==> src/rtl/fb_pkg.sv <==
// Frame buffer write sequencer: shared state type, default geometry and sizing helper.
package fb_pkg;

    typedef enum logic [1:0] {
        IDLE    = 2'd0,
        WRITE   = 2'd1,
        PENDING = 2'd2
    } fb_state_e;

    localparam int unsigned DEF_WORDS_PER_LINE = 160;
    localparam int unsigned DEF_LINES          = 480;
    localparam int unsigned DEF_OFFS_W         = 17;

    // Smallest in-bank offset width able to address every word of a frame
    function automatic int unsigned min_offs_w(input int unsigned wpl, input int unsigned lines);
        return ((wpl * lines) > 1) ? $clog2(wpl * lines) : 1;
    endfunction

endpackage

==> src/rtl/frame_buffer_ctrl_if.sv <==
// Pixel stream in and RAM write bus out of the frame buffer write sequencer.
interface frame_buffer_ctrl_if #(
    parameter int unsigned OFFS_W = 17
);
    logic              frame_start;
    logic              frame_end;
    logic              line_start;
    logic              pix_valid;
    logic [31:0]       pix_data;
    logic              wr_en;
    logic [OFFS_W:0]   wr_addr;
    logic [31:0]       wr_data;

    modport master (
        output frame_start, frame_end, line_start, pix_valid, pix_data,
        input  wr_en, wr_addr, wr_data
    );

    modport slave (
        input  frame_start, frame_end, line_start, pix_valid, pix_data,
        output wr_en, wr_addr, wr_data
    );
endinterface

==> src/rtl/fb_addr_gen.sv <==
// Line/word tracking and in-bank offset generation for the frame buffer writer.
// FB_TEST_PATTERN_EN adds the test-pattern word derived from the current position.
module fb_addr_gen #(
    parameter int unsigned WORDS_PER_LINE = 160,
    parameter int unsigned LINES          = 480,
    parameter int unsigned OFFS_W         = 17
) (
    input  logic              clk,
    input  logic              reset,
    input  logic              clear,
    input  logic              active,
    input  logic              line_start,
    input  logic              pix_valid,
    output logic [OFFS_W-1:0] offset_c,
    output logic              wr_ok_c,
    output logic              ovf_c,
`ifdef FB_TEST_PATTERN_EN
    output logic [31:0]       tp_data_c,
`endif
    output logic              complete_c
);

    localparam int unsigned LINE_W = (LINES > 1) ? $clog2(LINES) : 1;
    localparam int unsigned WORD_W = $clog2(WORDS_PER_LINE + 1);

    logic              has_line;
    logic              line_ovf;
    logic [LINE_W-1:0] line_idx;
    logic [WORD_W-1:0] word_idx;
    logic [OFFS_W-1:0] line_base;

    logic              last_line;
    logic              new_line;
    logic              e_has;
    logic              e_line_ovf;
    logic [LINE_W-1:0] e_line;
    logic [WORD_W-1:0] e_word;
    logic [WORD_W-1:0] n_word;
    logic [OFFS_W-1:0] e_base;
    logic              word_ok;

    // Effective position for this cycle, folding in a same-cycle line_start
    always_comb begin
        last_line  = has_line && (line_idx == LINE_W'(LINES - 1));
        new_line   = active && line_start && !line_ovf && !last_line;
        e_line_ovf = line_ovf || (active && line_start && last_line);
        e_has      = has_line || new_line;
        e_line     = line_idx;
        e_base     = line_base;
        e_word     = word_idx;
        if (new_line) begin
            e_line = has_line ? (line_idx + LINE_W'(1)) : '0;
            e_base = has_line ? (line_base + OFFS_W'(WORDS_PER_LINE)) : '0;
            e_word = '0;
        end
        word_ok    = (e_word < WORD_W'(WORDS_PER_LINE));
        wr_ok_c    = active && pix_valid && e_has && !e_line_ovf && word_ok;
        ovf_c      = (active && line_start && (line_ovf || last_line)) ||
                     (active && pix_valid && e_has && (e_line_ovf || !word_ok));
        n_word     = wr_ok_c ? (e_word + WORD_W'(1)) : e_word;
        complete_c = e_has && (e_line == LINE_W'(LINES - 1)) &&
                     (n_word == WORD_W'(WORDS_PER_LINE));
        offset_c   = e_base + OFFS_W'(e_word);
    end

`ifdef FB_TEST_PATTERN_EN
    // Byte i of the pattern word is word*4 + i + line, modulo 256
    always_comb begin
        tp_data_c = '0;
        for (int i = 0; i < 4; i++) begin
            tp_data_c[i*8 +: 8] = 8'({e_word, 2'b00}) + 8'(i) + 8'(e_line);
        end
    end
`endif

    // Position registers; overflow lines leave the position untouched
    always_ff @(posedge clk) begin
        if (reset || clear) begin
            has_line  <= 1'b0;
            line_ovf  <= 1'b0;
            line_idx  <= '0;
            word_idx  <= '0;
            line_base <= '0;
        end else begin
            has_line  <= e_has;
            line_ovf  <= e_line_ovf;
            line_idx  <= e_line;
            word_idx  <= n_word;
            line_base <= e_base;
        end
    end

endmodule

==> src/rtl/frame_buffer_ctrl.sv <==
// Camera frame buffer write sequencer with ping-pong banks swapped on display vsync.
// FB_TEST_PATTERN_EN adds tp_sel, which replaces camera data with a position pattern.
module frame_buffer_ctrl
    import fb_pkg::*;
#(
    parameter int unsigned WORDS_PER_LINE = DEF_WORDS_PER_LINE,
    parameter int unsigned LINES          = DEF_LINES,
    parameter int unsigned OFFS_W         = DEF_OFFS_W
) (
    input  logic               sys_clk,
    input  logic               reset,
    input  logic               enable,
    input  logic               rd_vsync,
`ifdef FB_TEST_PATTERN_EN
    input  logic               tp_sel,
`endif
    frame_buffer_ctrl_if.slave bus,
    output logic               rd_bank,
    output logic [15:0]        frame_count,
    output logic               err_overflow,
    output logic               err_short,
    output logic               busy
);

    if (OFFS_W < min_offs_w(WORDS_PER_LINE, LINES)) begin : g_offs_w_check
        $error("OFFS_W too small for frame geometry");
    end

    fb_state_e         state;
    logic              wr_bank;
    logic              ovf_seen;
    logic              start_c;
    logic              active_c;
    logic [OFFS_W-1:0] offset_c;
    logic              wr_ok_c;
    logic              ovf_c;
    logic              complete_c;
    logic [31:0]       wr_data_c;

    // A frame is accepted from IDLE, or from PENDING when vsync swaps in the same cycle
    assign start_c  = bus.frame_start && enable &&
                      ((state == IDLE) || ((state == PENDING) && rd_vsync));
    assign active_c = (state == WRITE);

`ifdef FB_TEST_PATTERN_EN
    logic [31:0] tp_data_c;
    assign wr_data_c = tp_sel ? tp_data_c : bus.pix_data;
`else
    assign wr_data_c = bus.pix_data;
`endif

    fb_addr_gen #(
        .WORDS_PER_LINE (WORDS_PER_LINE),
        .LINES          (LINES),
        .OFFS_W         (OFFS_W)
    ) u_addr_gen (
        .clk        (sys_clk),
        .reset      (reset),
        .clear      (start_c),
        .active     (active_c),
        .line_start (bus.line_start),
        .pix_valid  (bus.pix_valid),
        .offset_c   (offset_c),
        .wr_ok_c    (wr_ok_c),
        .ovf_c      (ovf_c),
`ifdef FB_TEST_PATTERN_EN
        .tp_data_c  (tp_data_c),
`endif
        .complete_c (complete_c)
    );

    // Frame FSM, bank swap, error pulses and registered RAM write port
    always_ff @(posedge sys_clk) begin
        if (reset) begin
            state        <= IDLE;
            busy         <= 1'b0;
            wr_bank      <= 1'b0;
            rd_bank      <= 1'b1;
            frame_count  <= '0;
            ovf_seen     <= 1'b0;
            err_overflow <= 1'b0;
            err_short    <= 1'b0;
            bus.wr_en    <= 1'b0;
            bus.wr_addr  <= '0;
            bus.wr_data  <= '0;
        end else begin
            bus.wr_en    <= 1'b0;
            err_overflow <= 1'b0;
            err_short    <= 1'b0;
            case (state)
                IDLE: begin
                    if (start_c) begin
                        state    <= WRITE;
                        busy     <= 1'b1;
                        ovf_seen <= 1'b0;
                    end
                end
                WRITE: begin
                    if (wr_ok_c) begin
                        bus.wr_en   <= 1'b1;
                        bus.wr_addr <= {wr_bank, offset_c};
                        bus.wr_data <= wr_data_c;
                    end
                    if (ovf_c && !ovf_seen) begin
                        err_overflow <= 1'b1;
                        ovf_seen     <= 1'b1;
                    end
                    if (bus.frame_end) begin
                        if (complete_c) begin
                            state <= PENDING;
                        end else begin
                            err_short <= 1'b1;
                            state     <= IDLE;
                            busy      <= 1'b0;
                        end
                    end
                end
                PENDING: begin
                    if (rd_vsync) begin
                        rd_bank     <= wr_bank;
                        wr_bank     <= ~wr_bank;
                        frame_count <= frame_count + 16'd1;
                        if (start_c) begin
                            state    <= WRITE;
                            ovf_seen <= 1'b0;
                        end else begin
                            state <= IDLE;
                            busy  <= 1'b0;
                        end
                    end
                end
                default: begin
                    state <= IDLE;
                    busy  <= 1'b0;
                end
            endcase
        end
    end

endmodule

==> src/flat_wrapper.sv <==
// flat-port wrapper written by rule: the top's interface ports become plain ports
module frame_buffer_ctrl_flat import fb_pkg::*;
#(
    parameter int unsigned WORDS_PER_LINE = DEF_WORDS_PER_LINE,
    parameter int unsigned LINES          = DEF_LINES,
    parameter int unsigned OFFS_W         = DEF_OFFS_W
)
  (sys_clk, reset, enable, rd_vsync, rd_bank, frame_count, err_overflow, err_short, busy, bus_frame_start, bus_frame_end, bus_line_start, bus_pix_valid, bus_pix_data, bus_wr_en, bus_wr_addr, bus_wr_data);
  frame_buffer_ctrl_if #(.OFFS_W(OFFS_W)) bus_i ();
  input  logic sys_clk;
  input  logic reset;
  input  logic enable;
  input  logic rd_vsync;
  output logic rd_bank;
  output logic [15:0] frame_count;
  output logic err_overflow;
  output logic err_short;
  output logic busy;
  input wire logic [$bits(bus_i.frame_start)-1:0] bus_frame_start;
  input wire logic [$bits(bus_i.frame_end)-1:0] bus_frame_end;
  input wire logic [$bits(bus_i.line_start)-1:0] bus_line_start;
  input wire logic [$bits(bus_i.pix_valid)-1:0] bus_pix_valid;
  input wire logic [$bits(bus_i.pix_data)-1:0] bus_pix_data;
  output wire logic [$bits(bus_i.wr_en)-1:0] bus_wr_en;
  output wire logic [$bits(bus_i.wr_addr)-1:0] bus_wr_addr;
  output wire logic [$bits(bus_i.wr_data)-1:0] bus_wr_data;
  assign bus_i.frame_start = bus_frame_start;
  assign bus_i.frame_end = bus_frame_end;
  assign bus_i.line_start = bus_line_start;
  assign bus_i.pix_valid = bus_pix_valid;
  assign bus_i.pix_data = bus_pix_data;
  assign bus_wr_en = bus_i.wr_en;
  assign bus_wr_addr = bus_i.wr_addr;
  assign bus_wr_data = bus_i.wr_data;
  frame_buffer_ctrl #(.WORDS_PER_LINE(WORDS_PER_LINE), .LINES(LINES), .OFFS_W(OFFS_W)) u_core (.sys_clk(sys_clk), .reset(reset), .enable(enable), .rd_vsync(rd_vsync), .bus(bus_i), .rd_bank(rd_bank), .frame_count(frame_count), .err_overflow(err_overflow), .err_short(err_short), .busy(busy));
endmodule
==> config.mk <==
export PLATFORM = sky130hd
export DESIGN_NAME = frame_buffer_ctrl_flat
export DESIGN_NICKNAME = d
export VERILOG_FILES = /design/src/rtl/fb_pkg.sv /design/src/rtl/frame_buffer_ctrl_if.sv /design/src/rtl/fb_addr_gen.sv /design/src/rtl/frame_buffer_ctrl.sv /design/src/flat_wrapper.sv
export SDC_FILE = /design/constraint.sdc
export NUM_CORES = 1
export LEC_CHECK = 0
export ABC_AREA = 1
export CORE_UTILIZATION = 50
export CTS_CLUSTER_SIZE = 10
export DETAILED_ROUTE_END_ITERATION = 8
export GPL_ROUTABILITY_DRIVEN = 0
export PLACE_DENSITY_LB_ADDON = 0.08
export REMOVE_ABC_BUFFERS = 1
export SLEW_MARGIN = 20
export SYNTH_ARGS = -nofsm -noshare
export SYNTH_HDL_FRONTEND = slang
export SYNTH_SLANG_ARGS = --single-unit
==> constraint.sdc <==
create_clock -name sys_clk -period 6.4 [get_ports sys_clk]
set_input_delay 0.96 -clock sys_clk [delete_from_list [all_inputs] [get_ports sys_clk]]
set_output_delay 0.96 -clock sys_clk [all_outputs]
set_load 0.01 [all_outputs]
==> reports/results.txt <==
Worst Path Max Fanout: 31
Max Cap Viol: 0
Clock Skew: 7.76 ps
most common cell after layout, fill and taps aside: nor2_1
crit end category: flop
Antenna Cells: 0
share of cells above drive strength 1: 5.95%
status: complete, no violations
number of detailed-routing iterations run before antenna repair: 5
Synth area leader: dfxtp_1
total power: 1190 uW
Min-Delay Path Class: flop to flop
ys async rst share: 0%
io pins: 111
Critical Path AT: 4070 ps
CTS tree: done
nets: 952
# hold bufs at CTS: 0
HPWL Detailed: 9.24 mm
total routed wirelength: 13.0 mm
Synth area leaders: dfxtp_1, nor2_1, nand2_1
Placed Area: 6620 sq um
final slew viol count: 0
CTS Root Cell: clkbuf_8
Initial Util: 52.2%
Synth top area share: 40.7%
FP Rows: 37
synth unique cells: 46
Top FF cell, synth: dfxtp_1
Worst setup SP type: input pin
endpoints failing setup: 0
mean number of vias per cell: 5.14
antenna-violating nets left: 0
area of the core: 10500 sq um
vias in the first global route: 5194
H-Tree Depth: 3
Die Area: 11300 sq um
Post-CTS Setup Repair Bufs: 0
Sink Count: 111
RSZ-0062 raised after global routing: no
synth warn: 0
grt ovf: 0
DRC: 0
Synth Area per Inst: 6.77 sq um
final hold vios: 0
Fin Setup TNS: 0 ps
Die W: 107 microns
port bufs: 110
largest net degree at the start of global routing: 73
sequential fraction of the synthesis area: 40.7%
fin area: 6800 sq um
fin crit share: 59.2%
Post-synth EDFFs: 0
initial antenna violation count: 0
first-pass GRT wire length: 22.5 mm
vias: 5371
CP Class: input pin to flop
Cells after Synth: 807
Tot GR Track Use: 24.3%
#FFs+latches synth: 111
number of buffers created by CTS: 9
CTS max path bufs: 2
Max Fclk: 0.264 GHz
most frequent cells in the layout: nor2_1, nand2_1, dfxtp_1, clkdlybuf4s50_1, inv_1
Starting DRT DRC Count: 267
fin crit period: 3790 ps
Worst EP required: 6680 ps
Layout area overhead: 24.5%
Mapped Area: 5460 sq um
Pwr Density: 176 nW/um^2
post_cts resized: 0
Slew @ Worst Pin: 959 ps
Die H: 107 microns
clk slew on worst S/H paths: 100 ps
Worst-Skew Late Latency: 360 ps
routed len/inst: 12.5 microns
Leak: 0.00284 uW
worst rel slew slack: 35.9%
Reg2Reg Setup Slack: 2790 ps
peak supply drop: 0.000111 V
==> path summary, 6_finish.rpt <==
kind | from | to | depth (start not counted)
setup / recovery | bus_line_start | u_core.busy | 16
hold / removal | u_core.u_addr_gen.line_base[4] | u_core.u_addr_gen.line_base[4] | 2
setup reg to reg | u_core.u_addr_gen.has_line | u_core.busy | 17
hold reg to reg | u_core.u_addr_gen.line_base[4] | u_core.u_addr_gen.line_base[4] | 2
==> worst max-delay path, stage by stage <==
cell	delay (ps)
clkdlybuf4s50_1	520
nand3_2	120
nor2_4	190
nand2_4	250
nand2_1	200
inv_1	70
nand2_1	90
nand2_1	360
buf_4	380
nand2_1	110
nand2_1	90
nor3_2	280
nand3_1	180
nand2_1	90
nand2_1	60
a21oi_2	110
==> final cells by class <==
type,instances,area (sq um)
clock inverters,3,17.5
flip-flops and latches,111,2220
clock buffers,13,159
inverters,99,372
well taps,136,170
fillers,976,3670
multi-input cells,568,2720
repair buffers,114,1130
==> metal layers <==
layer,wire (microns),track usage (%),vias up
li1,-,-,2765
met3,1060,7.30,11
met4,138,6.95,0
met5,0,0,-
met2,5890,41.3,158
met1,5950,29.7,2437
==> through the flow <==
step | hold WS, ps | setup WS, ps | instances | util (%)
2_1_floorplan | 433 | 3210 | 778 | -
3_3_place_gp | 441 | 2310 | 1028 | 63.3
3_5_place_dp | 446 | 2210 | 1028 | 63.3
4_1_cts | 459 | 2590 | 1044 | 64.9
5_1_grt | 480 | 2330 | 1044 | 64.9
6_report | 455 | 2610 | 1044 | 64.9
==> where the power goes <==
group          total (uW)  internal, uW  switching [uW]  leakage, uW
registers             708           699            8.60     0.000895
logic                97.5          45.9            51.6      0.00185
clock network         389           163             226    0.0000894
total                1190           908             286      0.00284
==> logic make-up (layout without fill, tap and decap cells) <==
family | count (synthesis) | count (layout) | share of synthesized area (%)
flip-flops | 111 | 111 | 40.7
XOR/XNOR | 7 | 7 | 1.12
adder cells (fa/ha/maj) | 9 | 9 | 2.20
AND/OR/NAND/NOR | 434 | 434 | 34.7
buffers and inverters | 128 | 229 | 9.42
AO/OA/AOI/OAI | 118 | 118 | 11.8
==> registers in the layout, summed over array words and instances, names as in the netlist <==
| name | cells |
|---|---|
| u_core.busy | 1 |
| u_core.bus.wr_en | 1 |
| u_core.u_addr_gen.line_idx | 9 |
| u_core.err_short | 1 |
| u_core.state | 2 |
| u_core.bus.wr_addr | 18 |
| u_core.ovf_seen | 1 |
| u_core.frame_count | 16 |
| u_core.bus.wr_data | 32 |
| u_core.err_overflow | 1 |
| u_core.u_addr_gen.has_line | 1 |
| u_core.u_addr_gen.line_ovf | 1 |
| u_core.wr_bank | 1 |
| u_core.u_addr_gen.word_idx | 8 |
| u_core.rd_bank | 1 |
| u_core.u_addr_gen.line_base | 17 |
==> synthesized netlist by cell type, types with 2 or more instances <==
cell      number
nand3b_1       2
o21ai_1        7
nor3_1        18
xnor2_1        3
inv_2          5
nor2_4         5
nand4_1       12
or2_2          4
nand3_2        2
dfxtp_1      111
nor4_1         2
xor2_1         4
a211oi_1       2
o21ai_0       61
clkbuf_1      20
buf_1          2
a21oi_1       32
ha_1           8
nor3_2         2
nand2_2        5
nor2_1       168
nor2_2         4
buf_6          2
o21a_1         2
nand3_1       56
inv_1         94
nand2_1      149
a21oi_2        4
o21bai_1       2
buf_2          3
Note: power is estimated with default switching activity, not from simulation.
